**config.mk**
```make
export PLATFORM = sky130hd
export DESIGN_NAME = seg_stream_decoder
export DESIGN_NICKNAME = d
export VERILOG_FILES = /design/src/rtl/seg_stream_decoder.sv
export SDC_FILE = /design/constraint.sdc
export NUM_CORES = 1
export LEC_CHECK = 0
export CAP_MARGIN = 20
export CORE_AREA = 2 2 59 117
export CTS_CLUSTER_SIZE = 40
export DETAILED_ROUTE_END_ITERATION = 8
export DIE_AREA = 0 0 61 119
export GPL_ROUTABILITY_DRIVEN = 0
export PLACE_DENSITY = 0.75
export SETUP_SLACK_MARGIN = 0.05
export SLEW_MARGIN = 40
export SYNTH_ARGS = -nofsm -noshare
export SYNTH_HDL_FRONTEND = slang
export SYNTH_SLANG_ARGS = --single-unit
```
**constraint.sdc**
```tcl
create_clock -name clk -period 3.9 [get_ports clk]
set_input_delay 0.585 -clock clk [delete_from_list [all_inputs] [get_ports clk]]
set_output_delay 0.585 -clock clk [all_outputs]
set_load 0.005 [all_outputs]
```
**src/rtl/seg_stream_decoder.sv**
```systemverilog
`default_nettype none
// ============================================================================
// Module  : seg_stream_decoder
// Brief   : Debounces and decodes 7-segment display lines and reassembles
//           the blank-separated dice1/dice2 pair.
// Revision: 1.0 - initial release
// ============================================================================
module seg_stream_decoder #(
   parameter int STABLE_CYCLES  = 4,
   parameter int TIMEOUT_CYCLES = 65535
) (
   input  logic       clk,
   input  logic       rst,
   input  logic [6:0] seg,
   input  logic       common_cathode,
   input  logic       err_clr,
   output logic       sym_valid,
   output logic [3:0] sym_code,
   output logic       pair_valid,
   output logic [3:0] dice1,
   output logic [3:0] dice2,
   output logic       timeout,
   output logic       err,
   output logic [1:0] err_cause
);

   localparam logic [7:0]  c_STABLE  = 8'(STABLE_CYCLES);
   localparam logic [19:0] c_TIMEOUT = 20'(TIMEOUT_CYCLES);
   localparam logic [3:0]  c_BLANK   = 4'hA;
   localparam logic [3:0]  c_INVALID = 4'hF;

   typedef enum logic [2:0] {
      ST_SYNC    = 3'd0,
      ST_WAIT_D1 = 3'd1,
      ST_SEP     = 3'd2,
      ST_WAIT_D2 = 3'd3,
      ST_END     = 3'd4
   } state_t;

   state_t      r_state, w_state_nxt;
   logic [6:0]  w_n, r_samp;
   logic [7:0]  r_run;
   logic [3:0]  w_code, r_last;
   logic        r_last_vld;
   logic [3:0]  r_d1, r_d2, w_d1_nxt, w_d2_nxt;
   logic [19:0] r_idle;
   logic        w_accept, w_timeout, w_pair, w_is_digit, w_new_err;
   logic [1:0]  w_new_cause;

   assign w_n = common_cathode ? seg : ~seg;

   always_comb begin
      w_code = c_INVALID;
      case (r_samp)
         7'h3F: w_code = 4'd0;
         7'h06: w_code = 4'd1;
         7'h5B: w_code = 4'd2;
         7'h4F: w_code = 4'd3;
         7'h66: w_code = 4'd4;
         7'h6D: w_code = 4'd5;
         7'h7D: w_code = 4'd6;
         7'h07: w_code = 4'd7;
         7'h7F: w_code = 4'd8;
         7'h6F: w_code = 4'd9;
         7'h00: w_code = c_BLANK;
         default: w_code = c_INVALID;
      endcase
   end

   // A symbol is taken once its run has saturated, and only if it differs
   // from the previous accepted one, so a held pattern yields a single pulse.
   assign w_accept   = (r_run == c_STABLE) && (!r_last_vld || (w_code != r_last));
   assign w_is_digit = (w_code <= 4'd9);
   assign w_timeout  = !w_accept && (r_state != ST_SYNC) &&
                       (({1'b0, r_idle} + 21'd1) == {1'b0, c_TIMEOUT});

   always_comb begin
      w_state_nxt = r_state;
      w_d1_nxt    = r_d1;
      w_d2_nxt    = r_d2;
      w_pair      = 1'b0;
      w_new_err   = 1'b0;
      w_new_cause = 2'b00;
      if (w_accept) begin
         if (w_code == c_INVALID) begin
            w_new_err   = 1'b1;
            w_new_cause = 2'b01;
            w_state_nxt = ST_SYNC;
         end else begin
            case (r_state)
               ST_SYNC: begin
                  if (!w_is_digit) w_state_nxt = ST_WAIT_D1;
               end
               ST_WAIT_D1: begin
                  if (w_is_digit) begin
                     w_d1_nxt    = w_code;
                     w_state_nxt = ST_SEP;
                  end
               end
               ST_SEP, ST_END: begin
                  if (w_is_digit) begin
                     w_new_err   = 1'b1;
                     w_new_cause = 2'b10;
                     w_state_nxt = ST_SYNC;
                  end else if (r_state == ST_SEP) begin
                     w_state_nxt = ST_WAIT_D2;
                  end else begin
                     w_pair      = 1'b1;
                     w_state_nxt = ST_WAIT_D1;
                  end
               end
               ST_WAIT_D2: begin
                  if (w_is_digit) begin
                     w_d2_nxt    = w_code;
                     w_state_nxt = ST_END;
                  end
               end
               default: w_state_nxt = ST_SYNC;
            endcase
         end
      end else if (w_timeout) begin
         w_state_nxt = ST_SYNC;
      end
   end

   always_ff @(posedge clk) begin
      if (rst) begin
         r_samp     <= '0;
         r_run      <= '0;
         r_last     <= '0;
         r_last_vld <= 1'b0;
         r_state    <= ST_SYNC;
         r_d1       <= '0;
         r_d2       <= '0;
         r_idle     <= '0;
         sym_valid  <= 1'b0;
         sym_code   <= '0;
         pair_valid <= 1'b0;
         dice1      <= '0;
         dice2      <= '0;
         timeout    <= 1'b0;
         err        <= 1'b0;
         err_cause  <= '0;
      end else begin
         r_samp <= w_n;
         if (w_n != r_samp)
            r_run <= 8'd1;
         else if (r_run != c_STABLE)
            r_run <= r_run + 8'd1;

         sym_valid  <= w_accept;
         pair_valid <= w_pair;
         timeout    <= w_timeout;
         if (w_accept) begin
            sym_code   <= w_code;
            r_last     <= w_code;
            r_last_vld <= 1'b1;
         end

         r_state <= w_state_nxt;
         r_d1    <= w_d1_nxt;
         r_d2    <= w_d2_nxt;
         if (w_pair) begin
            dice1 <= r_d1;
            dice2 <= r_d2;
         end

         // In SYNC the idle count parks at the limit without firing.
         if (w_accept || w_timeout)
            r_idle <= '0;
         else if (r_idle != c_TIMEOUT)
            r_idle <= r_idle + 20'd1;

         if (w_new_err) begin
            err       <= 1'b1;
            err_cause <= (err && !err_clr) ? err_cause : w_new_cause;
         end else if (err_clr) begin
            err       <= 1'b0;
            err_cause <= '0;
         end
      end
   end

endmodule
`default_nettype wire

```
==> flow_summary.yaml, run 1 <==
logic_synthesis:
  synthMuxAreaShare: 0.04504
  synth_cells: 398
  ys_seq_area_frac: 0.3808
  ys_types: 58
  synthXorXnorAreaFrac: 0.1197
  synth-compound-area-share: 0.1315
  yosysWarningCount: 0
  avgSynthCellArea_um2: 8.585
  yosys.area_share.simple: 0.2618
  ys_ff_latch: 65
  synth-main-ff-cell: "dfxtp_1"
  synth-edff-count: 0
  synthAdderAreaFrac: 0.01465
  netlist_area_um2: 3417
  synthArstFlopShare: 0
  synthesis.nets: 413
  synth_top_family_by_area: "simple AND/OR/NAND/NOR gates"
grt:
  grt_pass1_vias: 2762
  grt_max_degree: 34
  antenna_found_initial: 0
  grt_overflow: 0
  grtUsageTotal: 0.2173
  grt_pass1_wl_mm: 12.17
timing:
  max_freq_mhz: 297.1
  tns_ns: 0
  layout_setup_ws_ns: 0.5337
  drv_slew: 0
  hold_violations: 0
  grt_setup_unrepaired: "no"
  finalCriticalPeriod_ns: 3.366
  fin_crit_sh: 0.8632
  tightest_slew_ns: 0.6668
  relSlewSlack: 0.5547
  setup_viol: 0
  fin_worst_skew_ns: 0.005875
routing:
  drc: 0
  vias_per_cell: 5.710
  ant_nets: 0
  vias: 2895
  wirelength_mm: 6.948
  dr.pass1.iters: 4
  wire_per_inst_um: 13.70
  drt_iter0_drc: 115
worst_setup_path:
  arrival_ns: 3.58
  critPathLaunchType: "flip-flop"
  worstPathRequired_ns: 4.11
  worst-path-max-fanout: 18
  path_class: "flip-flop to flip-flop"
  r2r_cells: 8
  endpoint_kind: "flip-flop"
floorplan:
  dieHeight_um: 119
  initial_core_util: 0.5286
  fp.dieW_um: 61
  dieArea_um2: 7259
  rows: 42
  top_level_ports: 29
  core_um2: 6464
worst_hold_path:
  hold_depth: 2
  hp-class: "flip-flop to flip-flop"
place:
  port-buffer-count: 28
  place_area_um2: 3694
  place_ws_ns: 0.5576
  dp_hpwl_mm: 4.974
clock_tree:
  cts_tree: "built"
  cts_hold_buf: 0
  clockBufferDepth: 2
  worst_skew_pair.late_latency_ns: 0.33
  post_cts_buffers: 0
  clkTransAtPathRegs_ns: 0.05
  htree_levels: 3
  cts_made_buffers: 9
  cts_resized: 0
  cts_root_buf: "clkbuf_16"
  cts.sinks: 65
final_layout:
  syn_to_final_growth_pct: 15.60
  mostFrequentLayoutCell: "dfxtp_1"
  finalInstanceArea_um2: 3950
  antenna-diode-count: 0
  final_cell_mix: "dfxtp_1 (65), nor2_1 (47), nand2_1 (36)"
  layout-drive-gt1-share: 0.08831
  finalNetCount: 429
pwr:
  clkPwrFrac: 0.465
  p_per_area_nw_per_um2: 376.3
  pwr-share-comb: 0.067
  p_leak_nw: 1.369
  switching_share: 0.2311
  p_switching_mw: 0.3435
  irDropWorstVdd_mv: 0.3255
  power.internal_mw: 1.143
  p_seq_frac: 0.467
job:
  drv_cap: 0
outcome:
  outcome: "complete, no violations"
==> final cells by class <==
type | count | area [um2]
Clock inverter | 4 | 20.02
Clock buffer | 12 | 236.5
Tap cell | 88 | 110.1
Inverter | 6 | 22.52
Fill cell | 561 | 2514
Sequential cell | 65 | 1301
Multi-Input combinational cell | 301 | 1957
Timing Repair Buffer | 31 | 302.8
==> worst max-delay path, cell delays in order (launching register included) <==
cell      delay (ns)
dfxtp_1         0.53
or3b_4          0.23
o22ai_2         0.09
a211oi_2        0.58
a211oi_2        0.25
xnor2_2         0.20
o31ai_4         0.55
or3_1           0.45
mux2_1          0.37
==> power groups by stage <==
stage | combinational, mW | sequential [mW] | clock [mW]
6_report | 0.0998 | 0.695 | 0.692
5_1_grt | 0.110 | 0.696 | 0.744
4_1_cts | 0.100 | 0.694 | 0.710
3_5_place_dp | 0.0999 | 0.707 | 0
3_3_place_gp | 0.0960 | 0.705 | 0
2_1_floorplan | 0.0886 | 0.693 | 0
==> kinds of logic after synthesis <==
| kind of cell | after synthesis |
|---|---|
| and+or+nand+nor | 176 |
| AOI/OAI and AO/OA | 62 |
| buffers and inverters | 32 |
| DFF | 65 |
| adders and majority gates | 4 |
| muxes | 14 |
| xor gates and xnor gates | 45 |
==> metrics by stage <==
stage	instances	util	hold WS (ns)	power, mW
after floorplan	398	-	0.4333	0.7816
after global placement	491	0.5714	0.4428	0.8013
after detailed placement	491	0.5714	0.4450	0.8072
after CTS	507	0.6111	0.4526	1.504
after global routing	507	0.6111	0.4665	1.550
final	507	0.6111	0.4523	1.487
==> per-layer routing <==
layer,track usage,vias up,routed length (um)
li1,-,1439,-
met1,0.2666,1347,3036
met2,0.3280,86,3370
met3,0.07383,23,329
met4,0.1114,0,212
met5,0,-,0
==> synth_stat cells (3+ instances only) <==
library cell,number,area [um2]
nand2_1,36,135.1
o21ai_0,6,30.03
clkbuf_1,14,52.55
mux2_1,3,33.78
or4_1,4,30.03
buf_2,7,35.03
nand4_1,15,93.84
a21oi_1,21,105.1
or2_2,4,25.02
a211oi_2,4,50.05
mux2i_1,9,90.09
nor4_1,9,56.30
o21ai_1,3,15.01
and2_1,3,18.77
xor2_1,22,192.7
dfxtp_1,65,1301
o311a_1,4,40.04
ha_1,4,50.05
nand2b_1,4,25.02
a31oi_1,5,31.28
nor2_1,47,176.4
nor2b_1,8,50.05
xnor2_1,21,183.9
nand3_1,22,110.1
a211oi_1,3,22.52
buf_6,3,33.78
inv_1,6,22.52
nor3_1,9,45.04
==> registers in the layout, summed over array words and instances (netlist names) <==
register / cells
timeout: 1
pair_valid: 1
sym_valid: 1
r_run: 8
dice1: 4
r_d2: 4
r_idle: 20
r_state: 3
r_last: 4
r_samp: 7
dice2: 4
r_last_vld: 1
err: 1
r_d1: 4
err_cause: 2
==> final timing paths <==
check                  startpoint               endpoint  slack [ns]
min reg2reg  r_d2[3]$_SDFFE_PP0P_  dice2[3]$_SDFFE_PP0P_        0.45
max          r_samp[4]$_SDFF_PP0_  dice1[2]$_SDFFE_PP0P_        0.53
min          r_d2[3]$_SDFFE_PP0P_  dice2[3]$_SDFFE_PP0P_        0.45
max reg2reg  r_samp[4]$_SDFF_PP0_  dice1[2]$_SDFFE_PP0P_        0.53
(Power assumes the default switching activity.)
==> run 2: changes to the inputs <==
SKIP_LAST_GASP = 1   (was unset)
clock period = 3.4 ns   (was 3.9 ns; I/O delays follow)
==> flow_summary.yaml, run 2 (synthesized netlist as in run 1, its figures left out) <==
pwr:
  pwr-share-comb: 0.061
  clkPwrFrac: 0.515
  switching_share: 0.2223
  p_seq_frac: 0.423
  p_leak_nw: 1.414
  power.internal_mw: 1.461
  p_switching_mw: 0.4176
  irDropWorstVdd_mv: 0.3046
  p_per_area_nw_per_um2: 464.7
worst_setup_path:
  path_cells: "or3b_4 -> nor3b_2 -> a211oi_2 -> a211oi_2 -> xnor2_2 -> o31ai_4 -> or4_1 -> mux2_4"
  cp_slowest_stage_delay_ns: 0.57
  arrival_ns: 3.19
  worstPathRequired_ns: 3.62
  endpoint_kind: "flip-flop"
  cp_common_cell: "a211oi_2"
  slowest_stage: "or4_1"
  critPathLaunchType: "flip-flop"
  worst-path-max-fanout: 10
  path_class: "flip-flop to flip-flop"
timing:
  fin_crit_sh: 0.8738
  drv_slew: 0
  hold_violations: 0
  max_freq_mhz: 336.6
  setup_viol: 0
  fin_worst_skew_ns: 0.004372
  grt_setup_unrepaired: "no"
  tns_ns: 0
  layout_setup_ws_ns: 0.4291
  relSlewSlack: 0.5912
  finalCriticalPeriod_ns: 2.971
  tightest_slew_ns: 0.6120
routing:
  met1Wirelength_mm: 2.984
  route.met2.wl_mm: 3.527
  dr_wl_met3_um: 358
  vias: 2886
  drt_iter0_drc: 153
  top_layer_used: "met4"
  dr.pass1.iters: 4
  ant_nets: 0
  wire_per_inst_um: 13.79
  vias_per_cell: 5.637
  wirelength_mm: 7.060
  drc: 0
floorplan:
  core_um2: 6464
  fp.dieW_um: 61
  dieHeight_um: 119
  initial_core_util: 0.5286
  rows: 42
  top_level_ports: 29
  dieArea_um2: 7259
outcome:
  outcome: "complete, no violations"
clock_tree:
  clkTransAtPathRegs_ns: 0.05
  worst_skew_pair.late_latency_ns: 0.33
  cts_tree: "built"
  htree_levels: 3
  cts_root_buf: "clkbuf_16"
  clockBufferDepth: 2
  cts_made_buffers: 9
  cts.sinks: 65
  cts_resized: 0
  post_cts_buffers: 0
  cts_hold_buf: 0
grt:
  grt_pass1_wl_mm: 12.30
  grtUsageTotal: 0.2216
  antenna_found_initial: 0
  grt_max_degree: 24
  grt_pass1_vias: 2780
  grt_overflow: 0
worst_hold_path:
  hp-class: "flip-flop to flip-flop"
final_layout:
  largest_register: "r_idle"
  finalNetCount: 434
  mostFrequentLayoutCell: "dfxtp_1"
  layout-drive-gt1-share: 0.1038
  syn_to_final_growth_pct: 18.31
  final_cell_mix: "dfxtp_1 (65), nor2_1 (47), nand2_1 (36)"
  antenna-diode-count: 0
  largestRegisters: "r_idle: 20 flops, r_run: 8 flops, r_samp: 7 flops"
  largest_reg_flops: 20
place:
  place_ws_ns: 0.4424
  dp_hpwl_mm: 4.991
  port-buffer-count: 28
job:
  drv_cap: 0
## run 2: cell types whose count changed in the layout (fill, tap and decap cells not counted), sizes merged
| cell | before | now |
|---|---|---|
| bufinv | 0 | 2 |
| clkbuf | 12 | 10 |
| clkinv | 4 | 3 |
| buf | 3 | 8 |
| clkinvlp | 0 | 1 |
## run 2: cell type report
class,count,area [um2]
clock inverters,6,82.58
well taps,88,110.1
clock buffers,10,229.0
repair buffers,36,340.3
multi-input cells,301,1957
inverters,6,22.52
fillers,552,2421
flip-flops and latches,65,1301
## run 2: worst paths after layout
| path | start | end | slack (ns) | cells after the start |
|---|---|---|---|---|
| max | r_samp[2]$_SDFF_PP0_ | r_d1[0]$_SDFFE_PP0P_ | 0.43 | 8 |
| min | dice2[0]$_SDFFE_PP0P_ | dice2[0]$_SDFFE_PP0P_ | 0.46 | 2 |
| max reg2reg | r_samp[2]$_SDFF_PP0_ | r_d1[0]$_SDFFE_PP0P_ | 0.43 | 8 |
| min reg2reg | dice2[0]$_SDFFE_PP0P_ | dice2[0]$_SDFFE_PP0P_ | 0.46 | 2 |
## run 2: worst max-delay path: cells and delay by family (launching register included)
family	cells	cell delay [ns]
simple gates	3	1.24
compound gates	3	0.62
flops	1	0.47
mux	1	0.34
xor+xnor	1	0.18
## run 2: power by group through the flow
stage	Sequential [mW]	Clock, mW	Combinational (mW)
detailed placement	0.811	0	0.115
global placement	0.809	0	0.111
CTS	0.795	0.984	0.116
finish	0.795	0.968	0.115
global route	0.797	1.02	0.128
floorplan	0.795	0	0.102
## run 2: per-stage QoR
stage / power, mW / area, um2 / utilization / std cells / hold slack [ns]
final: 1.879 / 4043 / 0.6254 / 512 / 0.4576
after global routing: 1.943 / 4043 / 0.6254 / 512 / 0.4790
after CTS: 1.894 / 4043 / 0.6254 / 512 / 0.4621
after detailed placement: 0.9261 / 3731 / 0.5772 / 496 / 0.4542
after global placement: 0.9204 / 3731 / 0.5772 / 496 / 0.4442
after floorplan: 0.8965 / 3417 / - / 398 / 0.4333
## run 2: layer usage
metal	global-route usage	vias up
li1	-	1445
met2	0.3448	82
met1	0.2729	1345
met5	0	-
met4	0.1223	0
met3	0.04995	14
